--- config.mk ---
export PLATFORM = sky130hd
export DESIGN_NAME = mult_sequencer
export DESIGN_NICKNAME = d
export VERILOG_FILES = /design/src/rtl/mult_sequencer_pkg.sv /design/src/rtl/booth_recode.sv /design/src/rtl/mult_sequencer.sv
export SDC_FILE = /design/constraint.sdc
export NUM_CORES = 1
export LEC_CHECK = 0
export ABC_AREA = 1
export ABC_CLOCK_PERIOD_IN_PS = 9400
export CAP_MARGIN = 10
export CORE_MARGIN = 8
export CORE_UTILIZATION = 30
export CTS_CLUSTER_DIAMETER = 50
export DETAILED_ROUTE_END_ITERATION = 16
export PLACE_DENSITY = 0.53
export SYNTH_ARGS = -nofsm -noshare
export SYNTH_HDL_FRONTEND = slang
export SYNTH_SLANG_ARGS = --single-unit
--- constraint.sdc ---
create_clock -name clock -period 9.4 [get_ports clock]
set_input_delay 0.94 -clock clock [delete_from_list [all_inputs] [get_ports clock]]
set_output_delay 0.94 -clock clock [all_outputs]
set_load 0.005 [all_outputs]
--- src/rtl/mult_sequencer_pkg.sv ---
// Shared definitions for the radix-4 Booth multiply sequencer.
package mult_sequencer_pkg;

  localparam int MULT_WIDTH  = 32;
  localparam int MULT_GROUPS = 16;
  localparam int COUNT_W     = 4;

  typedef enum logic [1:0] {
    IDLE = 2'b00,
    RUN  = 2'b01,
    DONE = 2'b10
  } state_t;

endpackage

--- src/rtl/booth_recode.sv ---
// Radix-4 Booth recoding of one 3-bit multiplier group into add-term controls.
module booth_recode
  import mult_sequencer_pkg::*;
(
  input  logic [2:0] group,
  output logic       SHIFT,
  output logic       SUB,
  output logic       NOTHING
);

  always_comb begin
    NOTHING = (group == 3'b000) || (group == 3'b111);
    SHIFT   = (group == 3'b011) || (group == 3'b100);
    SUB     = group[2] && !NOTHING;
  end

endmodule

--- src/rtl/mult_sequencer.sv ---
// Sequential signed multiplier: one radix-4 Booth group accumulated per cycle.
module mult_sequencer
  import mult_sequencer_pkg::*;
#(
  parameter int WIDTH  = MULT_WIDTH,
  parameter int GROUPS = MULT_GROUPS
) (
  input  logic             clock,
  input  logic             reset_n,
  input  logic             ctrl_MULT,
  input  logic             ctrl_cancel,
  input  logic [WIDTH-1:0] data_operandA,
  input  logic [WIDTH-1:0] data_operandB,
  output logic [WIDTH-1:0] data_result,
  output logic             data_exception,
  output logic             data_resultRDY,
  output logic             busy
);

  localparam int AW = 2 * WIDTH;

  state_t             state;
  logic [COUNT_W-1:0] count;
  logic [AW-1:0]      acc;
  logic [AW-1:0]      acc_next;
  logic [AW-1:0]      a_ext;
  logic [AW-1:0]      mag;
  logic [AW-1:0]      term;
  logic [WIDTH-1:0]   a_reg;
  logic [WIDTH-1:0]   b_reg;
  logic [WIDTH:0]     b_pad;
  logic [WIDTH:0]     hi;
  logic [COUNT_W:0]   pos;
  logic [2:0]         grp;
  logic               shift;
  logic               sub;
  logic               nothing;
  logic               overflow;
  logic               last;

  booth_recode u_recode (
    .group  (grp),
    .SHIFT  (shift),
    .SUB    (sub),
    .NOTHING(nothing)
  );

  // pos = 2*count is both the group's bit offset in {B,0} and the term's weight.
  always_comb begin
    b_pad    = {b_reg, 1'b0};
    pos      = {count, 1'b0};
    grp      = b_pad[pos +: 3];
    a_ext    = {{WIDTH{a_reg[WIDTH-1]}}, a_reg};
    mag      = shift ? (a_ext << 1) : a_ext;
    term     = nothing ? '0 : (sub ? ('0 - mag) : mag);
    acc_next = acc + (term << pos);
    hi       = acc_next[AW-1:WIDTH-1];
    overflow = !((hi == '0) || (hi == '1));
    last     = (count == COUNT_W'(GROUPS - 1));
  end

  always_ff @(posedge clock or negedge reset_n) begin
    if (!reset_n) begin
      state          <= IDLE;
      count          <= '0;
      acc            <= '0;
      a_reg          <= '0;
      b_reg          <= '0;
      data_result    <= '0;
      data_exception <= 1'b0;
      data_resultRDY <= 1'b0;
      busy           <= 1'b0;
    end else begin
      case (state)
        IDLE: begin
          if (ctrl_MULT) begin
            a_reg <= data_operandA;
            b_reg <= data_operandB;
            acc   <= '0;
            count <= '0;
            state <= RUN;
            busy  <= 1'b1;
          end
        end
        RUN: begin
          if (ctrl_cancel) begin
            state <= IDLE;
            count <= '0;
            busy  <= 1'b0;
          end else begin
            acc <= acc_next;
            if (last) begin
              state          <= DONE;
              data_result    <= acc_next[WIDTH-1:0];
              data_exception <= overflow;
              data_resultRDY <= 1'b1;
            end else begin
              count <= count + COUNT_W'(1);
            end
          end
        end
        DONE: begin
          data_resultRDY <= 1'b0;
          if (ctrl_MULT) begin
            a_reg <= data_operandA;
            b_reg <= data_operandB;
            acc   <= '0;
            count <= '0;
            state <= RUN;
          end else begin
            state <= IDLE;
            busy  <= 1'b0;
          end
        end
        default: begin
          state <= IDLE;
          busy  <= 1'b0;
        end
      endcase
    end
  end

endmodule
==> reports/metrics.cfg <==
[setup_path]
crit_fanout = 51
r2r-end = data_exception
worstSetupEndpointType = flop
cpLargestDelayFamily = simple AND/OR/NAND/NOR gates
r2r_slack_ps = 1380
crit_top_cell = nand2_1
cp_slowest_cell = nor4_1
r2r_start = count[0]
cpPeakStageDelay_ps = 740
crit_arrival_ps = 8390
worstSetupStartpoint = count[0]
path_class = flop to flop
ff2ff_path_depth = 45
start_kind = flop
crit_buf_inv = 1
required_ps = 9770

[placed_design]
io_buffer_count = 102
hpwl_mm = 43.9
place.gp.congestion = 0.941

[cells_and_area]
largest_reg_flops = 64
diodes = 0
mostFrequentLayoutCell = nand2_1
final_cell_mix = 742 x nand2_1, 304 x nand3_1, 217 x o21ai_0
nNetsFinal = 2546
regMostFlops = acc
drive_above_1_share_pct = 4.00
area_growth_pct = 14.5

[die]
rows = 81
io_pins = 103
dieArea_mm2 = 0.0565
die-height_um = 238
coreArea_mm2 = 0.0487
die-width_um = 238
initial_core_util_pct = 30.3

[yosys]
async_reset_ff_share_pct = 100
syn_inst = 2371
synth-main-ff-cell = dfrtp_1
synth_seq_cells = 169
synth.net_count = 2505
synth_area_mm2 = 0.0147
avgSynthCellArea_um2 = 6.22
synthDistinctLibCells = 46
ys_warn_count = 0
seq_area_frac_synth_pct = 28.7
synth-edff-count = 0

[cts]
insertion_delay_ps = 500
clockBufferDepth = 2
cts_resized = 0
cts_sinks = 169
clk_pin_slew_ps = 90
postCtsSetupRepairBufs = 0
hold_buffers = 0
cts_buffers = 17
cts_root_buffer = clkbuf_16
cts_tree = built
htree_levels = 4

[status]
status = finished, final reports clean

[global_routing]
antenna_found_initial = 0
track_usage_pct = 19.6
overflow = 0
grt_pass1_wl_mm = 87.9
grt_max_degree = 100
first_global_vias = 15711

[detailed_routing]
drtIter0Drc = 1272
ant_nets = 0
drt_first_pass_iters = 7
vias = 15658
drc = 0
wirelength_mm = 54.7
vias_per_cell = 5.07
wl_per_cell_um = 17.7

[run]
drv_cap = 0

[timing]
maxSlewViolCount = 0
slew_headroom_pct = 36.4
rsz0062_at_grt = false
fin_crit_sh_pct = 85.3
fin_crit_ps = 8020
max_slew.worst_pin.slew_ps = 945
finalSetupViolCount = 0
finalSetupTns_ps = 0
hold_viol_final = 0
max_clock_freq_mhz = 125
clock_skew_ps = 34.6

[hold_path]
hp-class = input pin to asynchronous set/reset pin

-- cell type report --
class                           count  area, um2
Clock buffer                       19        443
Tap cell                          664        831
Sequential cell                   169       4230
Fill cell                        5478      31900
Clock inverter                     13        143
Inverter                          235        882
Multi-Input combinational cell   1871       9210
Timing Repair Buffer              118       1140
-- worst register-to-register path, delay by kind of cell (launching register included) --
family / cells / cell delay (ps)
simple gates: 37 / 5280
flops: 1 / 730
buf+inv: 1 / 310
compound gates: 5 / 920
fa+ha+maj: 2 / 670
-- metrics by stage --
step	hold WS, ps	utilization, %	cell area, um2	std cells	setup slack [ps]
CTS	341	34.6	16900	3089	1410
global route	374	34.6	16900	3089	560
finish	365	34.6	16900	3089	1380
global placement	469	33.4	16300	3057	1550
floorplan	442	-	14700	2371	4170
detailed placement	457	33.4	16300	3057	1430
-- cell families after synthesis --
family                   after synthesis  share of synthesized area, %
XOR/XNOR                              47                          2.79
adder cells (fa/ha/maj)               66                          5.65
AO/OA/AOI/OAI                        438                          16.2
AND/OR/NAND/NOR                     1317                          37.5
flip-flops                           169                          28.7
multiplexers                           3                         0.204
buffers and inverters                331                          8.93
-- cells in the mapped netlist (2+ instances only) --
library cell	n	share of area, %
o211ai_1	9	0.46
o21bai_1	15	0.76
xor2_1	32	1.9
ha_1	65	5.5
nand2_2	5	0.21
buf_6	5	0.38
nand3_2	4	0.27
or2_1	2	0.085
nor2_4	2	0.15
a221oi_1	2	0.12
nand4_1	24	1.0
nor4_1	8	0.34
o21ai_0	217	7.4
nand3_4	2	0.24
buf_2	9	0.31
a21oi_1	101	3.4
buf_1	17	0.43
a21boi_0	2	0.10
clkbuf_1	58	1.5
nand3_1	304	10
o21ai_1	40	1.4
o22ai_1	2	0.085
clkinv_1	4	0.10
o21ai_2	8	0.48
buf_4	7	0.36
mux2i_1	3	0.20
nand2_1	742	19
inv_1	216	5.5
xnor2_1	15	0.89
o221a_2	2	0.15
inv_2	15	0.38
nor2_1	202	5.1
dfrtp_1	169	29
a21o_1	10	0.51
o21a_1	7	0.36
or2_2	3	0.13
nor3_1	13	0.44
and3_1	3	0.13
a31oi_1	20	0.85
-- routing by layer --
metal  share of wire (%)  vias to the layer above  track usage, %
li1                    -                     7889               -
met2                  46                      314            32.2
met4                 2.6                        0            6.68
met5                   0                        -               0
met3                 4.1                       54            3.21
met1                  47                     7401            25.9
-- worst max path at each step --
stage	to	slack [ps]	depth (start not counted)
after floorplan	data_exception	4170	45
after global placement	data_exception	1550	45
after detailed placement	data_exception	1430	45
after CTS	data_exception	1410	45
after global routing	data_exception	560	45
final	data_exception	1380	45
Power is left out: the tool's default activity adds up to more than one toggle a clock period on the data nets, which glitch-free logic cannot reach.
